File: config.mk
export PLATFORM = sky130hd
export DESIGN_NAME = bram_port_arbiter
export DESIGN_NICKNAME = d
export VERILOG_FILES = /design/src/rtl/bram_port_arbiter.sv
export SDC_FILE = /design/constraint.sdc
export NUM_CORES = 1
export LEC_CHECK = 0
export ABC_AREA = 1
export BUFFER_PORTS_ARGS = -buffer_cell sky130_fd_sc_hd__buf_2
export CAP_MARGIN = 0
export CORE_AREA = 5 5 197 199
export CTS_CLUSTER_SIZE = 28
export DETAILED_ROUTE_END_ITERATION = 12
export DIE_AREA = 0 0 202 204
export SYNTH_ARGS = -nofsm -noshare
export SYNTH_HDL_FRONTEND = slang
export SYNTH_SLANG_ARGS = --single-unit
File: constraint.sdc
create_clock -name clk -period 1.3 [get_ports clk]
set_input_delay 0.26 -clock clk [delete_from_list [all_inputs] [get_ports clk]]
set_output_delay 0.26 -clock clk [all_outputs]
set_load 0.01 [all_outputs]
File: src/rtl/bram_port_arbiter.sv
// Round-robin arbiter sharing one BRAM port between the MCMC engine (A) and host (B).
// Optional ownership lock for atomic read-modify-write: define BRAM_ARB_LOCK_EN.
module bram_port_arbiter #(
    parameter int ADDR_W = 32,
    parameter int DATA_W = 64,
    parameter int RD_LAT = 1
) (
    input  logic                clk,
    input  logic                rst,
    input  logic                a_req,
    input  logic [ADDR_W-1:0]   a_addr,
    input  logic [DATA_W/8-1:0] a_we,
    input  logic [DATA_W-1:0]   a_wdata,
    output logic                a_gnt,
    output logic                a_rvalid,
    output logic [DATA_W-1:0]   a_rdata,
    input  logic                b_req,
    input  logic [ADDR_W-1:0]   b_addr,
    input  logic [DATA_W/8-1:0] b_we,
    input  logic [DATA_W-1:0]   b_wdata,
    output logic                b_gnt,
    output logic                b_rvalid,
    output logic [DATA_W-1:0]   b_rdata,
`ifdef BRAM_ARB_LOCK_EN
    input  logic                a_lock,
    input  logic                b_lock,
`endif
    output logic [ADDR_W-1:0]   bram_addr,
    output logic [DATA_W-1:0]   bram_din,
    output logic [DATA_W/8-1:0] bram_we,
    output logic                bram_en,
    output logic                bram_rst,
    input  logic [DATA_W-1:0]   bram_dout
);

    logic                last_b;
    logic                a_ok;
    logic                b_ok;
    logic                rd_push;
    logic [RD_LAT-1:0]   tag_vld;
    logic [RD_LAT-1:0]   tag_own;

`ifdef BRAM_ARB_LOCK_EN
    typedef enum logic [1:0] {
        IDLE,
        LOCK_A,
        LOCK_B
    } lock_state_t;

    lock_state_t state;
    lock_state_t state_nxt;

    always_ff @(posedge clk or negedge rst) begin
        if (!rst) begin
            state <= IDLE;
        end else begin
            state <= state_nxt;
        end
    end

    always_comb begin
        state_nxt = state;
        unique case (state)
            IDLE: begin
                if (a_gnt && a_lock) begin
                    state_nxt = LOCK_A;
                end else if (b_gnt && b_lock) begin
                    state_nxt = LOCK_B;
                end
            end
            LOCK_A: begin
                if ((a_gnt || !a_req) && !a_lock) begin
                    state_nxt = IDLE;
                end
            end
            LOCK_B: begin
                if ((b_gnt || !b_req) && !b_lock) begin
                    state_nxt = IDLE;
                end
            end
            default: state_nxt = IDLE;
        endcase
    end

    // The owner of a lock shuts the other requester out entirely.
    always_comb begin
        a_ok = a_req && rst && (state != LOCK_B);
        b_ok = b_req && rst && (state != LOCK_A);
    end
`else
    always_comb begin
        a_ok = a_req && rst;
        b_ok = b_req && rst;
    end
`endif

    // On a tie the requester that did not win last time goes first.
    always_comb begin
        a_gnt = a_ok && (!b_ok || last_b);
        b_gnt = b_ok && !a_gnt;
    end

    always_ff @(posedge clk or negedge rst) begin
        if (!rst) begin
            last_b <= 1'b1;
        end else if (a_gnt) begin
            last_b <= 1'b0;
        end else if (b_gnt) begin
            last_b <= 1'b1;
        end
    end

    always_comb begin
        bram_en   = a_gnt || b_gnt;
        bram_addr = b_gnt ? b_addr : a_addr;
        bram_din  = b_gnt ? b_wdata : a_wdata;
        bram_we   = '0;
        if (a_gnt) begin
            bram_we = a_we;
        end else if (b_gnt) begin
            bram_we = b_we;
        end
        bram_rst  = 1'b0;
    end

    assign rd_push = (a_gnt && (a_we == '0)) || (b_gnt && (b_we == '0));

    // Tag pipeline mirrors BRAM read latency so returns follow grant order.
    always_ff @(posedge clk or negedge rst) begin
        if (!rst) begin
            tag_vld <= '0;
            tag_own <= '0;
        end else begin
            for (int i = RD_LAT - 1; i > 0; i--) begin
                tag_vld[i] <= tag_vld[i-1];
                tag_own[i] <= tag_own[i-1];
            end
            tag_vld[0] <= rd_push;
            tag_own[0] <= b_gnt;
        end
    end

    always_comb begin
        a_rvalid = tag_vld[RD_LAT-1] && !tag_own[RD_LAT-1];
        b_rvalid = tag_vld[RD_LAT-1] && tag_own[RD_LAT-1];
        a_rdata  = bram_dout;
        b_rdata  = bram_dout;
    end

endmodule

==> qor.yml, run 1 <==
yosysWarnings: 0
worstSetupStartpoint: "last_b$_DFFE_PN1P_"
grt_pass1_wl_microns: 19700
grt_setup_unrepaired: "true"
run_status: "finished, violations left"
hold_viol: 0
seqCellArea_sq_um: 76.3
cts_buffer_depth: 2
overflow: 0
ir_worst_vdd_mv: 0.345
grt_max_degree: 46
hp-class: "in2reg"
place_hpwl_microns: 11900
coreArea_sq_um: 37000
final_common_cell: "buf_2"
synth_nets: 784
hold_start: "a_req"
grt.total_usage_pct: 5.96
place.gp.congestion: 0.729
setup_viol: 108
n_antenna_cell: 0
rows: 71
cap_violations: 0
multi_input_area_sq_um: 1630
die_x_microns: 202
max_stage_delay_ps: 540
syn2layout_area_growth_pct: 73.4
place_area_sq_um: 4020
syn_area_sq_um: 2670
drt-pass1-iter-count: 4
die_y_microns: 204
p_per_area_nw_per_um2: 481
cts.htree.levels: 1
final.setup.worst_slack_ps: -572
drive_gt1_share_pct: 59.5
ios: 514
grt_pass1_vias: 3567
antenna_found_initial: 1
endpoint_kind: "primary output"
worst_path_max_delay_cell: "dfstp_2"
cp-start-kind: "register"
design_area_sq_um: 4630
synthesis.instances: 508
setup_tns_ps: -55620
cts_buffers: 3
port_buffers: 320
finalCritPeriodShare_pct: 144
crit_type: "reg2out"
clk_latency_ps: 220
final_cell_mix: "buf_2, nand2_1, nand3_1"
post-route-drc-count: 0
clock_skew_ps: 0.766
fin_nets: 986
via_per_inst: 3.25
cp_max_fo: 11
crit_required_ps: 1040
r2r_slack_ps: -30
synth_seq_cells: 3
die_area_sq_um: 41200
max_freq_mhz: 534
wl_microns: 15600
cp.arrival_ps: 1610
ys_seq_area_share_pct: 2.86
avgSynthCellArea_sq_um: 5.25
yosysUniqueCellTypes: 18
vias: 3845
antenna_left: 0
violations: "negative setup slack"
detail_route.wl_per_cell_microns: 13.2
leakage_nw: 2.66
place_ws_ps: -479
period_needed_ps: 1870
root_buffer: "clkbuf_16"
drtIter0Drc: 214
fillers: 4323
cts_tree: "done"
clk_pin_slew_worst_paths_ps: 30
cts.sinks: 3
drv_slew: 0
path_cells: "inv_2 -> nand2_4 -> nand2_8 -> nand2_8 -> buf_12 -> buf_12 -> nand2_1 -> nand2_1 -> buf_2"
start_util_pct: 7.20
worstReg2RegStart: "last_b$_DFFE_PN1P_"
path summary, 6_finish.rpt:
kind                                       to  cells past startpoint
max reg2reg                 tag_vld$_DFF_PN0_                      8
min reg2reg                last_b$_DFFE_PN1P_                      2
min                        last_b$_DFFE_PN1P_                      4
min in group asynchronous   tag_own$_DFF_PN0_                      3
max in group asynchronous  last_b$_DFFE_PN1P_                      3
max                             bram_addr[25]                      9
registers in the layout (all words and copies together) (netlist names):
name     flops
last_b       1
tag_vld      1
tag_own      1
cells in the mapped netlist:
cell,instances,area (sq um)
a21oi_2,1,8.76
buf_2,20,100
buf_4,130,976
buf_6,5,56.3
clkbuf_1,4,15.0
clkinv_1,1,3.75
clkinv_2,1,5.00
conb_1,1,3.75
dfrtp_1,2,50.1
dfstp_2,1,26.3
inv_1,2,7.51
inv_2,2,7.51
nand2_1,227,852
nand2_2,1,6.26
nand2_4,2,22.5
nand3_1,96,480
nor2_1,11,41.3
o21ai_0,1,5.00
report_power, final:
group | switching, W | internal, W
Sequential | 0.00000414 | 0.000103
Clock | 0.0000879 | 0.000405
Combinational | 0.000833 | 0.000793
Total | 0.000925 | 0.00130
layout make-up:
type                            count  area share [%]
Clock buffer                        4            1.70
Timing Repair Buffer              356            48.0
Inverter                            6           0.676
Tap cell                          474            12.8
Multi-Input combinational cell    340            35.1
Sequential cell                     3            1.65
through the flow:
step	hold WS (ps)	util [%]	instances	power, W
3_5_place_dp	184	10.8	1160	0.00149
6_report	365	12.5	1183	0.00223
5_1_grt	419	12.5	1183	0.00240
3_3_place_gp	175	10.8	1160	0.00146
4_1_cts	360	11.6	1171	0.00209
2_1_floorplan	-35.6	-	508	0.00116
routing by layer:
| layer | GRT usage [%] | part of all wire (%) | vias to the layer above |
|---|---|---|---|
| met1 | 6.35 | 36 | 1636 |
| li1 | - | - | 1865 |
| met3 | 2.25 | 12 | 61 |
| met5 | 0 | 0.083 | - |
| met4 | 2.12 | 3.1 | 2 |
| met2 | 10.8 | 49 | 281 |
timing repair:
action                                  in CTS  in global routing
hold buffers                                 1                  0
gates resized for setup                     29                 32
buffers inserted                             6                  6
cloned                                       1                  6
hold endpoints to repair                     2                  0
pin swaps                                    1                  1
endpoints found under the setup margin     107                108
worst max-delay path, delay by kind of cell (launching register included):
family / cells / cell delay [ps]
flip-flops: 1 / 540
AND/OR/NAND/NOR: 5 / 390
buffers and inverters: 4 / 440
logic make-up after synthesis:
family,share of synthesized area (%)
simple gates,52.6
buf+inv,43.9
flops,2.86
compound gates,0.516
other cells,0.141
(Power assumes the default switching activity.)
==> run 2, diff against run 1 <==
--- a/config.mk
+++ b/config.mk
@@ -12,6 +12,7 @@
 export CTS_CLUSTER_SIZE = 28
 export DETAILED_ROUTE_END_ITERATION = 12
 export DIE_AREA = 0 0 202 204
+export PLACE_DENSITY_LB_ADDON = 0.3
 export SYNTH_ARGS = -nofsm -noshare
 export SYNTH_HDL_FRONTEND = slang
 export SYNTH_SLANG_ARGS = --single-unit
==> run 2 against run 1 <==
Effect of this change: the run still ends with negative setup slack left; via count is 0.96% lower; clock skew hardly changed; setup slack worse by 34 ps; routed wire length increased by 4.6%; utilization is 0.44 points higher; critical path depth shrank 1; flip-flop and latch count unchanged; cell count fell by 0.42%; die area unchanged; sequential share of layout area decreased by 0.056 points; critical path type unchanged; highest routed layer unchanged.
==> qor.yml, run 2 (synthesis gave the netlist of run 1 again) <==
p_int_w: 0.00134  # was 0.00130 W
clkPwrFrac_pct: 21.1  # was 22.2%
crit_required_ps: 1040  # about the same
rows: 71  # unchanged
p_sw_share_pct: 41.5  # was 41.6%
setup_viol: 107  # was 108
die_x_microns: 202  # unchanged
antenna_left: 0  # unchanged
grt_max_degree: 52  # was 46
clk_latency_ps: 220  # about the same
place_hpwl_microns: 12200  # was 11900 microns
final_common_cell: "buf_2"  # unchanged
pwr-share-comb_pct: 74.3  # was 73.0%
place_area_sq_um: 4010  # was 4020 sq um
port_buffers: 320  # unchanged
drv_slew: 0  # unchanged
seqCellArea_sq_um: 76.3  # unchanged
cts_buffers: 3  # unchanged
cts.sinks: 3  # unchanged
multi_input_area_sq_um: 1720  # was 1630 sq um
grt.total_usage_pct: 6.84  # was 5.96%
drive_gt1_share_pct: 64.0  # was 59.5%
place_ws_ps: -420  # was -479 ps
root_buffer: "clkbuf_16"  # unchanged
place.gp.congestion: 0.794  # was 0.729
drt-pass1-iter-count: 4  # unchanged
reg_top3: "last_b x1, tag_own x1, tag_vld x1"  # unchanged
syn2layout_area_growth_pct: 79.5  # was 73.4%
switching_power_w: 0.000954  # was 0.000925 W
grt_setup_unrepaired: "true"  # unchanged
setup_tns_ps: -55450  # was -55620 ps
wl_microns: 16300  # was 15600 microns
design_area_sq_um: 4790  # was 4630 sq um
detail_route.wl_per_cell_microns: 13.9  # was 13.2 microns
r2r_end: "last_b$_DFFE_PN1P_"  # was tag_vld$_DFF_PN0_
hp-class: "in2reg"  # unchanged
via_per_inst: 3.23  # was 3.25
antenna_found_initial: 3  # was 1
hold_slack_ps: 373  # was 365 ps
endpoint_kind: "primary output"  # unchanged
start_util_pct: 7.20  # unchanged
cp-start-kind: "register"  # unchanged
cts_tree: "done"  # unchanged
crit_type: "reg2out"  # unchanged
worstSetupStartpoint: "last_b$_DFFE_PN1P_"  # unchanged
ios: 514  # unchanged
max_freq_mhz: 525  # was 534 MHz
finalCritPeriodShare_pct: 147  # was 144%
leakage_nw: 2.67  # was 2.66 nW
p_seq_share_pct: 4.6  # was 4.8%
r2r_slack_ps: 0  # was -30 ps
p_per_area_nw_per_um2: 480  # was 481 nW/um^2
crit_end: "bram_addr[12]"  # was bram_addr[25]
post-route-drc-count: 0  # unchanged
rr_worst_depth: 7  # was 8
cp_max_fo: 51  # was 11
die_area_sq_um: 41200  # unchanged
fillers: 4320  # was 4323
vias: 3808  # was 3845
cts_buffer_depth: 2  # unchanged
drtIter0Drc: 193  # was 214
hold_viol: 0  # unchanged
worstReg2RegStart: "last_b$_DFFE_PN1P_"  # unchanged
cap_violations: 0  # unchanged
ir_worst_vdd_mv: 0.243  # was 0.345 mV
coreArea_sq_um: 37000  # unchanged
cts.htree.levels: 1  # unchanged
run_status: "finished, violations left"  # unchanged
die_y_microns: 204  # unchanged
period_needed_ps: 1910  # was 1870 ps
final_cell_mix: "buf_2, nand2_1, nand3_1"  # unchanged
final.setup.worst_slack_ps: -606  # was -572 ps
placedCellCount: 1158  # was 1160
clock_skew_ps: 0.803  # was 0.766 ps
grt_pass1_wl_microns: 22100  # was 19700 microns
clk_pin_slew_worst_paths_ps: 30  # about the same
cp.arrival_ps: 1650  # was 1610 ps
overflow: 0  # unchanged
hold_start: "a_req"  # unchanged
fin_nets: 979  # was 986
violations: "negative setup slack"  # unchanged
grt_pass1_vias: 3836  # was 3567
stdcell_count: 1178  # was 1183
-- run 2: repair_timing --
| action | in CTS | in global routing |
|---|---|---|
| buffers inserted | 3 | 2 |
| gates resized for setup | 40 | 58 |
| gates cloned | 4 | 4 |
| pin swaps | 6 | 2 |
| hold buffers | 1 | 0 |
| setup endpoints to repair | 106 | 107 |
| endpoints found under the hold margin | 2 | 0 |
-- run 2: layout make-up --
type | count | area share [%]
timing repair buffer | 349 | 47.7
multi-input combinational | 340 | 36.0
tap | 474 | 12.4
clock buffer | 4 | 1.65
sequential | 3 | 1.59
inverter | 6 | 0.523
antenna | 2 | 0.105
-- run 2: per-layer routing --
layer	track usage (%)	part of all wire (%)	up-vias
met5	0	0.080	-
met4	3.59	5.1	2
met3	2.41	11	56
met2	11.8	47	276
met1	7.42	37	1623
li1	-	-	1851
-- run 2: stage by stage --
| step | total power, W | util (%) |
|---|---|---|
| after detailed placement | 0.00152 | 10.8 |
| after floorplan | 0.00116 | - |
| after global routing | 0.00248 | 12.9 |
| after global placement | 0.00152 | 10.8 |
| after CTS | 0.00218 | 12.0 |
| final | 0.00230 | 12.9 |
-- run 2: worst min path at each step --
stage	end	slack, ps	cells after the start
after floorplan	tag_own$_DFF_PN0_	-40	0
after global placement	tag_own$_DFF_PN0_	190	2
after detailed placement	tag_vld$_DFF_PN0_	190	2
after CTS	last_b$_DFFE_PN1P_	370	4
after global routing	last_b$_DFFE_PN1P_	390	4
final	last_b$_DFFE_PN1P_	370	4
-- run 2: power groups by stage --
stage	clock [W]	combinational, W	sequential [W]
final	0.000485	0.00171	0.000106
after global routing	0.000501	0.00187	0.000107
after CTS	0.000495	0.00158	0.000106
after detailed placement	0	0.00141	0.000107
after floorplan	0	0.00105	0.000107
after global placement	0	0.00141	0.000107
-- run 2: worst max-delay path: stages (launching register included) --
cell and delay [ps]:
dfstp_2 520, inv_2 40, nand2_2 60, nand2_4 70, buf_6 140, buf_12 160, nand3_2 130, nand2_1 80
buf_2 140
==> run 3, diff against run 2 <==
--- a/config.mk
+++ b/config.mk
@@ -13,6 +13,7 @@
 export DETAILED_ROUTE_END_ITERATION = 12
 export DIE_AREA = 0 0 202 204
 export PLACE_DENSITY_LB_ADDON = 0.3
+export SKIP_CTS_REPAIR_TIMING = 1
 export SYNTH_ARGS = -nofsm -noshare
 export SYNTH_HDL_FRONTEND = slang
 export SYNTH_SLANG_ARGS = --single-unit
==> run 3 against run 2 <==
Effect of this change: the run still ends with negative setup slack left; cell count increased by 0.42%; sequential share of layout area decreased by 0.13 points; setup slack improved by 5.7 ps; via count increased by 3.6%; largest power group unchanged; cell area increased by 8.6%; highest routed layer unchanged; non-clock buffer count increased by 5; die area unchanged.
==> qor.yml, run 3 (synthesis gave the netlist of run 1 again) <==
ios: 514  # unchanged
fin_nets: 985  # was 979
grt.total_usage_pct: 6.19  # was 6.84%
cts.sinks: 3  # unchanged
overflow: 0  # unchanged
setup_viol: 108  # was 107
clock_skew_ps: 0.819  # was 0.803 ps
cp.arrival_ps: 1640  # was 1650 ps
max_freq_mhz: 526  # was 525 MHz
max_stage_delay_ps: 520  # about the same
finalCritPeriodShare_pct: 146  # was 147%
cts.htree.levels: 1  # unchanged
p_per_area_nw_per_um2: 483  # was 480 nW/um^2
die_y_microns: 204  # unchanged
grt_pass1_vias: 3696  # was 3836
violations: "negative setup slack"  # unchanged
via_per_inst: 3.33  # was 3.23
wl_microns: 18100  # was 16300 microns
cap_violations: 0  # unchanged
clk_latency_ps: 220  # about the same
cts_tree: "done"  # unchanged
ir_worst_vdd_mv: 0.245  # was 0.243 mV
crit_required_ps: 1040  # about the same
antenna_left: 0  # unchanged
root_buffer: "clkbuf_16"  # unchanged
grt_pass1_wl_microns: 20400  # was 22100 microns
final.setup.worst_slack_ps: -600  # was -606 ps
antenna_found_initial: 3  # unchanged
place_ws_ps: -420  # unchanged
cp-start-kind: "register"  # unchanged
grt_busiest_layer: "met2"  # unchanged
port_buffers: 320  # unchanged
cts_buffers: 3  # unchanged
drive_gt1_share_pct: 66.9  # was 64.0%
p_sw_share_pct: 42.4  # was 41.5%
leakage_nw: 2.83  # was 2.67 nW
path_cells: "inv_2 -> nand2_4 -> nand2_8 -> buf_6 -> buf_16 -> nand3_1 -> nand2_1 -> buf_2"  # was inv_2 -> nand2_2 -> nand2_4 -> buf_6 -> buf_12 -> nand3_2 -> nand2_1 -> buf_2
total_power_w: 0.00251  # was 0.00230 W
p_int_w: 0.00145  # was 0.00134 W
p_seq_share_pct: 4.2  # was 4.6%
clk_pin_slew_worst_paths_ps: 30  # about the same
crit_type: "reg2out"  # unchanged
rows: 71  # unchanged
pwr-share-comb_pct: 76.5  # was 74.3%
place_hpwl_microns: 12200  # unchanged
post-route-drc-count: 0  # unchanged
grt_setup_unrepaired: "true"  # unchanged
hold_slack_ps: 373  # about the same
period_needed_ps: 1900  # was 1910 ps
clkPwrFrac_pct: 19.3  # was 21.1%
cts_buffer_depth: 2  # unchanged
detail_route.wl_per_cell_microns: 15.3  # was 13.9 microns
switching_power_w: 0.00107  # was 0.000954 W
endpoint_kind: "primary output"  # unchanged
die_x_microns: 202  # unchanged
grt_use_met2_pct: 10.7  # was 11.8%
gr-usage-met3_pct: 2.36  # was 2.41%
met1_usage_pct: 6.62  # was 7.42%
run_status: "finished, violations left"  # unchanged
place.gp.congestion: 0.794  # unchanged
coreArea_sq_um: 37000  # unchanged
vias: 3945  # was 3808
syn2layout_area_growth_pct: 94.9  # was 79.5%
final_cell_mix: "buf_2, nand2_1, nand3_1"  # unchanged
hold_viol: 0  # unchanged
drt-pass1-iter-count: 4  # unchanged
reg_top3: "last_b x1, tag_own x1, tag_vld x1"  # unchanged
cp_max_fo: 26  # was 51
final_common_cell: "buf_2"  # unchanged
grt_max_degree: 52  # unchanged
drtIter0Drc: 156  # was 193
start_util_pct: 7.20  # unchanged
drv_slew: 0  # unchanged
worst_path_max_delay_cell: "dfstp_2"  # unchanged
die_area_sq_um: 41200  # unchanged
hp-class: "in2reg"  # unchanged
## run 3: cell count changes in the layout (fill, tap and decap cells not counted), sizes merged
cell / delta
clkinvlp: +1
diode: -1
nand2: +1
clkinv: -1
clkbuf: +5
## run 3: power by group through the flow
stage                     Clock (W)  Combinational, W  Sequential, W
after CTS                  0.000495           0.00142       0.000106
after global routing       0.000501           0.00208       0.000107
after detailed placement          0           0.00141       0.000107
after global placement            0           0.00141       0.000107
final                      0.000485           0.00192       0.000106
after floorplan                   0           0.00105       0.000107
## run 3: cell type report
| type | instances | area [sq um] |
|---|---|---|
| timing repair buffer | 354 | 2450 |
| sequential | 3 | 76.3 |
| tap | 474 | 593 |
| inverter | 6 | 27.5 |
| fill | 4270 | 31800 |
| multi-input combinational | 341 | 1970 |
| antenna | 1 | 2.50 |
| clock buffer | 4 | 78.8 |
## run 3: path summary, 6_finish.rpt
check / startpoint / cells after the start / slack [ps] / end
setup / recovery: last_b$_DFFE_PN1P_ / 8 / -600 / bram_addr[6]
hold / removal: a_req / 4 / 370 / last_b$_DFFE_PN1P_
setup reg to reg: last_b$_DFFE_PN1P_ / 10 / -150 / tag_vld$_DFF_PN0_
hold reg to reg: last_b$_DFFE_PN1P_ / 2 / 540 / last_b$_DFFE_PN1P_
max in group asynchronous: rst / 3 / 610 / last_b$_DFFE_PN1P_
min in group asynchronous: rst / 3 / 510 / tag_vld$_DFF_PN0_
## run 3: per-stage QoR
stage                     std cells  TNS (ps)  cell area (sq um)  utilization [%]
final                          1183    -56770               5200             14.0
after global routing           1182    -65140               5200             14.0
after CTS                      1162    -55680               4090             11.0
after detailed placement       1158    -30430               4010             10.8
after global placement         1158    -30210               4010             10.8
after floorplan                 508     -7130               2780                -
## run 3: critical path, delay by kind of cell (launching register included)
family	cells	cell delay (ps)
flops	1	520
buf+inv	4	490
simple gates	4	370
## run 3: layer usage
layer	wire length (microns)	part of all wire [%]
met1	6420	36
met2	8880	49
met3	1880	10
met4	876	4.9
met5	7	0.039
